### src/rtl/serial_add_seq.sv
// serial_add_seq: bit-serial adder sequencer.
// Adds two WIDTH-bit operands one bit per clock, LSB first, through a single
// 1-bit full adder (two half-add stages plus an OR of their carries).
// Ports:
//   clk   - system clock, rising edge
//   rst   - asynchronous active-high reset
//   start - request, honoured only while idle
//   A, B  - operands, captured on an accepted start
//   Cin   - carry-in, captured on an accepted start
//   busy  - high while an addition is running or completing
//   done  - one-cycle completion pulse; Sum/Cout valid from this cycle on
//   Sum   - registered sum, held until the next completion
//   Cout  - registered carry-out, held until the next completion
module serial_add_seq #(
  parameter int unsigned WIDTH = 8
) (
  input  logic             clk,
  input  logic             rst,
  input  logic             start,
  input  logic [WIDTH-1:0] A,
  input  logic [WIDTH-1:0] B,
  input  logic             Cin,
  output logic             busy,
  output logic             done,
  output logic [WIDTH-1:0] Sum,
  output logic             Cout
);

  localparam int unsigned CW = (WIDTH > 1) ? $clog2(WIDTH) : 1;

  typedef enum logic [1:0] {
    IDLE = 2'd0,
    RUN  = 2'd1,
    DONE = 2'd2
  } state_t;

  state_t           state;
  state_t           state_nxt;
  logic [CW-1:0]    cnt;
  logic [WIDTH-1:0] a_reg;
  logic [WIDTH-1:0] b_reg;
  logic [WIDTH-1:0] sr;
  logic [WIDTH-1:0] sr_nxt;
  logic             carry;
  logic             last;

  // Shared 1-bit full adder datapath
  logic a_k, b_k;
  logic h1_s, h1_c;
  logic h2_s, h2_c;
  logic fa_s, fa_c;

  assign a_k  = a_reg[0];
  assign b_k  = b_reg[0];
  assign h1_s = a_k ^ b_k;
  assign h1_c = a_k & b_k;
  assign h2_s = h1_s ^ carry;
  assign h2_c = h1_s & carry;
  assign fa_s = h2_s;
  assign fa_c = h1_c | h2_c;

  assign last = (cnt == CW'(WIDTH - 1));

  // New sum bit enters at the MSB; after WIDTH shifts bit 0 holds the LSB.
  always_comb begin
    sr_nxt            = sr >> 1;
    sr_nxt[WIDTH-1]   = fa_s;
  end

  always_comb begin
    state_nxt = state;
    case (state)
      IDLE:    if (start) state_nxt = RUN;
      RUN:     if (last)  state_nxt = DONE;
      DONE:    state_nxt = IDLE;
      default: state_nxt = IDLE;
    endcase
  end

  assign busy = (state != IDLE);
  assign done = (state == DONE);

  always_ff @(posedge clk or posedge rst) begin
    if (rst) begin
      state <= IDLE;
      cnt   <= '0;
      carry <= 1'b0;
      a_reg <= '0;
      b_reg <= '0;
      sr    <= '0;
      Sum   <= '0;
      Cout  <= 1'b0;
    end else begin
      state <= state_nxt;
      case (state)
        IDLE: begin
          if (start) begin
            a_reg <= A;
            b_reg <= B;
            carry <= Cin;
            cnt   <= '0;
          end
        end
        RUN: begin
          a_reg <= a_reg >> 1;
          b_reg <= b_reg >> 1;
          carry <= fa_c;
          sr    <= sr_nxt;
          if (last) begin
            cnt  <= '0;
            Sum  <= sr_nxt;
            Cout <= fa_c;
          end else begin
            cnt <= cnt + CW'(1);
          end
        end
        default: ;
      endcase
    end
  end

endmodule

### config.mk
export PLATFORM = sky130hd
export DESIGN_NAME = serial_add_seq
export DESIGN_NICKNAME = d
export VERILOG_FILES = /design/src/rtl/serial_add_seq.sv
export SDC_FILE = /design/constraint.sdc
export NUM_CORES = 1
export LEC_CHECK = 0
export BUFFER_PORTS_ARGS = -buffer_cell sky130_fd_sc_hd__buf_4
export CAP_MARGIN = 15
export CORE_ASPECT_RATIO = 1.5
export CORE_MARGIN = 10
export CORE_UTILIZATION = 54
export DETAILED_ROUTE_END_ITERATION = 8
export PLACE_DENSITY = 0.79
export RECOVER_POWER = 50
export SETUP_SLACK_MARGIN = 0.15
export SYNTH_ARGS = -nofsm -noshare
export SYNTH_HDL_FRONTEND = slang
export SYNTH_SLANG_ARGS = --single-unit
### constraint.sdc
create_clock -name clk -period 1.9 [get_ports clk]
set_input_delay 0.285 -clock clk [delete_from_list [all_inputs] [get_ports clk]]
set_output_delay 0.285 -clock clk [all_outputs]
set_load 0.05 [all_outputs]
* Word-level counts from Yosys, hierarchy flattened *
Cells that the tools add are included.

operators by class
  add/subtract/negate cells = 1
  multiplexer cells = 12
  eq/ne operators = 5
  reduce and logical (&&, ||, !) cells = 6
  bitwise logic cells = 5

operators by type and width
  operator                                                               count
  8-bit case mux with 2 select lines                                     2
  8-bit 2-to-1 mux                                                       2
  3-bit 2-to-1 mux                                                       2
  3-bit case mux with 2 select lines                                     1
  2-bit AND reduction                                                    3
  2-bit 2-to-1 mux                                                       2
  2-bit inequality test, second input constant                           2
  2-bit case mux with 2 select lines                                     1
  2-bit nonzero test                                                     2
  3-bit by 1-bit adder with 3-bit output, second input constant          1
  3-bit equality test, second input constant                             1
  1-bit bitwise AND                                                      2
  2-bit by 1-bit equality test with 1-bit output, second input constant  1
  2-bit equality test, second input constant                             1
  2-bit logical NOT                                                      1
  1-bit case mux with 2 select lines                                     1
  1-bit bitwise XOR                                                      2
  1-bit 2-to-1 mux                                                       1
  1-bit OR                                                               1

word-level totals
  bits in registers = 39

* Logic depth before layout (Yosys ltp) *
Gate-level depths: netlist of the first run.

  word-level depth = 4
  mapped depth = 5
  depth with buffers taken out = 4

* Least setup slack after synthesis of the first run *
No wires, ideal clock.

  path type = register to output
  start = reg state[1]
  end = out done
  setup slack = 0.200 ns
  stages on the path, launching flop included = 4
  required time = 1.615 ns
  arrival = 1.415 ns
  buffers on the path = 2
  path through = dfrtp_1 > buf_2 > buf_2 > nor2b_1

between the ends
  word-level cells in the longest chain between the ends = 1

ends and longest elaborated chain
  element                 line  text
  from (decl)             37    state_t state;
  from (signal assigned)  94    state <= state_nxt;
  2-bit equality test     81    assign done = (state == DONE);
  to (decl)               24    output logic done,

Every way passes these cells.

* Worst setup path after layout of the first run *
  start = reg state[1]
  end = out busy

between the ends
  word-level cells in the longest chain between the ends = 1

ends and longest elaborated chain
  element             line  text
  2-bit nonzero test  80    assign busy = (state != IDLE);
  to (decl)           23    output logic busy,

Every way passes these cells.

==> flow_summary.ini, run 1 <==
[timing]
min_period_over_period = 0.8628
setup_viol = 0
maxSlewViolCount = 0
relSlewSlack = 0.3736
tightestPinTransition_ps = 939.5
max_freq_ghz = 0.6100
tns_ps = 0
rsz0062_at_grt = no
hold_viol = 0
fin_crit_ps = 1639
clock_skew_ps = 3.095

[clocking]
cts_tree = done
clock-sinks = 38
ctsHoldBuffers = 0
ctsResizeCount = 0
clkLatencyLatePin_ps = 290
cts_buffers = 5
cts-root-buf = clkbuf_8
clkTransAtPathRegs_ps = 70
htreeDepth = 2
cts_setup_buffers = 0
max-clock-path-buffers = 2

[drt]
route.layer.met1.wl_um = 1416
drt_iter0_markers = 64
wl_met3_um = 233
wl_per_cell_um = 16.64
dr.pass1.iters = 5
drc = 0
drt_wl_total_um = 3477
dr.max_layer_used = met4
ant_nets = 0
vias_per_cell = 5.617
vias = 1174
routed-wl-met2_um = 1796

[logic_synthesis]
synth_fa_ha_area_frac = 0.02570
synthSimpleGateAreaFrac = 0.1014
synth_compound_area_frac = 0.1206
synth.net_count = 161
synth_top_family_by_area = multiplexers
ys_seq_area_frac = 0.5425
synth_xor_area_frac = 0
ys_warn_count = 0
postSynthAreaPerCell_um2 = 12.70
ys_ff_latch = 38
syn_inst = 138
synth.distinct_cells = 22
synth_area_um2 = 1753
muxShareOfSynthArea = 0.1221

[finish]
final_cell_area_um2 = 2043
ff_latch_area_um2 = 952.2
syn2layout_area_growth_pct = 16.56
fin_nets = 192
drive_above_1_share = 0.3195
n_fill_cell = 243
diodes = 0
multiInputGateArea_um2 = 648.1

[power]
leakage_uw = 0.0009722
power_density_nw_per_um2 = 1740
ir_worst_vdd_uv = 829.6

[die]
rows = 25
ios = 31
dieWidth_um = 66.52
start_util = 0.5604
fp.dieH_um = 89.78
dieArea_um2 = 5972
core_area_um2 = 3128

[global_route]
grt_max_degree = 39
grt_pass1_wl_um = 5975
antenna_found_initial = 0
grt_overflow_total = 0
first_global_vias = 1277
track_usage = 0.1260

[worst_setup_path]
cp_max_fo = 11
cp_common_cell = buf_4
required_ps = 1620
r2r_cells = 5
worstPathCellList = buf_4 > nor2_1 > inv_1 > buf_4
slowest_stage = dfrtp_2
crit_arrival_ps = 1350
path_class = register to output pin
crit_path_end_kind = output pin
path_depth = 4
max_stage_delay_ps = 480
critical_path.top_delay_family = flip-flops
path_buf_inv = 3
start_kind = register

[worst_hold_path]
hold_depth = 2
min_path_type = input port to register

[placement]
io_buffers = 30
dp_hpwl_um = 2460
place_congestion = 0.7375
post_dp_cell_area_um2 = 1987

[flow_run]
maxCapViolCount = 0

[run_status]
status = finished clean
-- cell usage after synthesis --
master | n | area share
buf_4 | 1 | 0.0043
nand2b_1 | 2 | 0.0071
a222oi_1 | 8 | 0.046
dfrtp_1 | 38 | 0.54
buf_6 | 4 | 0.026
nor2_1 | 9 | 0.019
nor2b_1 | 10 | 0.036
clkbuf_2 | 1 | 0.0029
a32o_1 | 2 | 0.011
a221oi_1 | 7 | 0.035
buf_2 | 5 | 0.014
nor4b_1 | 7 | 0.035
a22o_1 | 3 | 0.015
fa_1 | 1 | 0.011
nand3b_1 | 1 | 0.0043
o21bai_4 | 1 | 0.011
mux2_4 | 9 | 0.077
a21oi_1 | 1 | 0.0029
clkbuf_1 | 1 | 0.0021
inv_1 | 18 | 0.039
ha_1 | 2 | 0.014
mux2_2 | 7 | 0.045
-- power by group --
group          switching (uW)  internal, uW
logic                     913           718
registers                 215          1200
clock network             262           252
-- cell usage in the layout (no fill, tap or decap), drive strengths merged, types with 2 or more instances in the layout --
| cell | n |
|---|---|
| clkbuf | 14 |
| a22o | 3 |
| nor4b | 7 |
| a32o | 2 |
| nor2 | 9 |
| a222oi | 8 |
| ha | 2 |
| dfrtp | 38 |
| nor2b | 10 |
| a221oi | 7 |
| nand2b | 2 |
| mux2 | 16 |
| buf | 29 |
| inv | 18 |
-- layer usage --
layer  up-vias  global-route usage
met3         4             0.05839
met1       587              0.1507
met2        35              0.1875
met5         -                   0
met4         0             0.05263
li1        548                   -
-- per-stage QoR --
| stage | util | power, uW | worst slack (ps) | instances | hold WS [ps] |
|---|---|---|---|---|---|
| floorplan | - | 2723 | 200.4 | 138 | 454.7 |
| global placement | 0.6352 | 3027 | 413.4 | 202 | 419.7 |
| detailed placement | 0.6352 | 3117 | 346.0 | 202 | 430.2 |
| CTS | 0.6596 | 3643 | 210.8 | 209 | 117.0 |
| global route | 0.6532 | 3810 | 172.4 | 209 | 268.6 |
| finish | 0.6532 | 3555 | 260.7 | 209 | 261.0 |
-- path summary, 6_finish.rpt --
kind / start / endpoint / slack, ps
min: B[7] / b_reg[7]$_DFFE_PP0P_ / 260
max reg2reg: cnt[0]$_DFFE_PP0P_ / Sum[5]$_DFFE_PP0P_ / 340
max in group asynchronous: rst / state[1]$_DFFE_PP0P_ / 980
max: state[1]$_DFFE_PP0P_ / busy / 260
min in group asynchronous: rst / b_reg[3]$_DFFE_PP0P_ / 280
min reg2reg: cnt[1]$_DFFE_PP0P_ / cnt[1]$_DFFE_PP0P_ / 510
-- cell families after synthesis --
| family | count (synthesis) |
|---|---|
| buffers and inverters | 30 |
| adder cells (fa/ha/maj) | 3 |
| multiplexers | 16 |
| flip-flops | 38 |
| AO/OA/AOI/OAI | 22 |
| AND/OR/NAND/NOR | 29 |
-- cell type report --
| class | count | share of cell area |
|---|---|---|
| clock buffer | 7 | 0.03735 |
| sequential | 38 | 0.4660 |
| timing repair buffer | 36 | 0.1219 |
| tap | 40 | 0.02449 |
| inverter | 18 | 0.03307 |
| multi-input combinational | 70 | 0.3172 |
Power figures use the tool's default switching activity.
==> run 2, diff against run 1 <==
CORE_UTILIZATION = 49   (was 54)
PLACE_DENSITY = 0.76   (was 0.79)
clock period = 1.5 ns   (was 1.9 ns; I/O delays follow)
==> run 2 against run 1 <==
Compared with the run above:
- first-iteration DRC count down 9.4%
- non-clock buffer count grew 12
- combinational power rose by 58%
- power increased by 53%
- count of clock-buffer cells in the layout is 1 lower
- register-to-register slack got worse by 280 ps
- global-route usage decreased by 0.45 points
- worst hold slack got worse by 71 ps
- clock skew is 8.1 ps higher
- clock power grew 110%
- critical path type is now register to register
- critical endpoint is now Sum[1]$_DFFE_PP0P_
- highest routed layer unchanged
==> flow_summary.ini, run 2 (synthesized netlist as in run 1, its figures left out) <==
[run_status]
status = finished clean

[worst_hold_path]
min_to = a_reg[7]$_DFFE_PP0P_
min_from = A[7]
hold_depth = 2
min_path_type = input port to register

[finish]
final_cell_area_um2 = 2376
drive_above_1_share = 0.4863
syn2layout_area_growth_pct = 35.55
diodes = 0
fin_util = 0.6956
final_cell_mix = dfrtp_1, buf_4, inv_1
n_fill_cell = 242
final_common_cell = dfrtp_1
fin_nets = 205
multiInputGateArea_um2 = 754.5
ff_latch_area_um2 = 953.4

[placement]
io_buffers = 30
place_congestion = 0.7827
dp_hpwl_um = 2523
post_dp_cell_area_um2 = 2034

[die]
dieWidth_um = 68.84
rows = 26
ios = 31
fp.dieH_um = 93.26
start_util = 0.5132
core_area_um2 = 3416
dieArea_um2 = 6419

[worst_setup_path]
critical_path.top_delay_family = flip-flops
path_class = register to register
timing.rr.end = Sum[1]$_DFFE_PP0P_
max_stage_delay_ps = 400
required_ps = 1670
cp_max_fo = 5
start_kind = register
path_buf_inv = 1
crit_arrival_ps = 1620
r2r-start = cnt[1]$_DFFE_PP0P_
slowest_stage = dfrtp_1
r2r_cells = 5
r2r_slack_ps = 60
worstPathCellList = ha_2 > ha_4 > nand3b_1 > buf_6 > mux2_4
crit_path_end_kind = register

[drt]
drt_wl_total_um = 3870
drc = 0
wl_per_cell_um = 17.20
vias = 1241
drt_iter0_markers = 58
ant_nets = 0
dr.pass1.iters = 5
vias_per_cell = 5.516

[timing]
tightestPinTransition_ps = 915.4
maxSlewViolCount = 0
clock_skew_ps = 11.19
max_freq_ghz = 0.6920
hold_viol = 0
setup_viol = 0
rsz0062_at_grt = yes
fin_crit_ps = 1445
relSlewSlack = 0.3897
min_period_over_period = 0.9633

[power]
power.share.switching = 0.3625
seqPwrFrac = 0.331
comb_power_share = 0.472
leakage_uw = 0.001130
power_density_nw_per_um2 = 2293
pwr-share-clk = 0.197
ir_worst_vdd_uv = 1450
p_sw_uw = 1975
internal_power_uw = 3472

[global_route]
track_usage = 0.1216
grt_overflow_total = 0
first_global_vias = 1338
antenna_found_initial = 0
grt_pass1_wl_um = 5940
grt_max_degree = 39

[clocking]
clock-sinks = 38
cts_buffers = 5
clkTransAtPathRegs_ps = 70
ctsHoldBuffers = 0
max-clock-path-buffers = 2
cts_tree = done
htreeDepth = 2
cts-root-buf = clkbuf_8
clkLatencyLatePin_ps = 300

[flow_run]
maxCapViolCount = 0
-- run 2: power by group through the flow --
| stage | clock [uW] | sequential, uW | combinational, uW |
|---|---|---|---|
| after CTS | 1090 | 1800 | 2350 |
| after detailed placement | 0 | 1830 | 2190 |
| after global placement | 0 | 1800 | 2110 |
| after global routing | 1130 | 1870 | 2770 |
| after floorplan | 0 | 2120 | 1360 |
| final | 1070 | 1800 | 2570 |
-- run 2: worst max path at each step --
| stage | startpoint | endpoint | slack (ps) | depth (start not counted) |
|---|---|---|---|---|
| 2_1_floorplan | cnt[0]$_DFFE_PP0P_ | Cout$_DFFE_PP0P_ | 130 | 5 |
| 3_3_place_gp | cnt[0]$_DFFE_PP0P_ | Sum[0]$_DFFE_PP0P_ | 110 | 5 |
| 3_5_place_dp | cnt[1]$_DFFE_PP0P_ | Sum[1]$_DFFE_PP0P_ | 70 | 5 |
| 4_1_cts | cnt[1]$_DFFE_PP0P_ | Sum[4]$_DFFE_PP0P_ | 60 | 5 |
| 5_1_grt | cnt[0]$_DFFE_PP0P_ | Sum[0]$_DFFE_PP0P_ | -10 | 5 |
| 6_report | cnt[1]$_DFFE_PP0P_ | Sum[1]$_DFFE_PP0P_ | 60 | 5 |
-- run 2: layer usage --
metal / vias to the layer above / part of all wire / track usage
li1: 580 / - / -
met1: 614 / 0.37 / 0.1292
met2: 41 / 0.53 / 0.2045
met3: 6 / 0.075 / 0.04898
met4: 0 / 0.017 / 0.04950
met5: - / 0 / 0
-- run 2: layout make-up --
class	instances	area share
sequential	38	0.4013
timing repair buffer	48	0.1706
tap	42	0.02212
clock buffer	6	0.03476
inverter	18	0.02844
clock inverter	2	0.02528
multi-input combinational	71	0.3175
-- run 2: repair_timing --
action                                  CTS  global route
setup buffers                             6             2
pin swaps                                 0            11
endpoints found under the setup margin   21            32
cloned                                    0             2
gates resized for setup                  10            22
-- run 2: per-stage QoR --
| stage | TNS, ps | worst slack, ps | instances | power, uW | hold slack, ps |
|---|---|---|---|---|---|
| after detailed placement | 0 | 71.99 | 207 | 4027 | 370.4 |
| after global routing | -21.58 | -11.16 | 225 | 5763 | 198.6 |
| final | 0 | 55.01 | 225 | 5447 | 189.9 |
| after CTS | 0 | 64.93 | 221 | 5235 | 47.52 |
| after floorplan | 0 | 129.0 | 138 | 3481 | 394.7 |
| after global placement | 0 | 109.1 | 207 | 3908 | 357.2 |
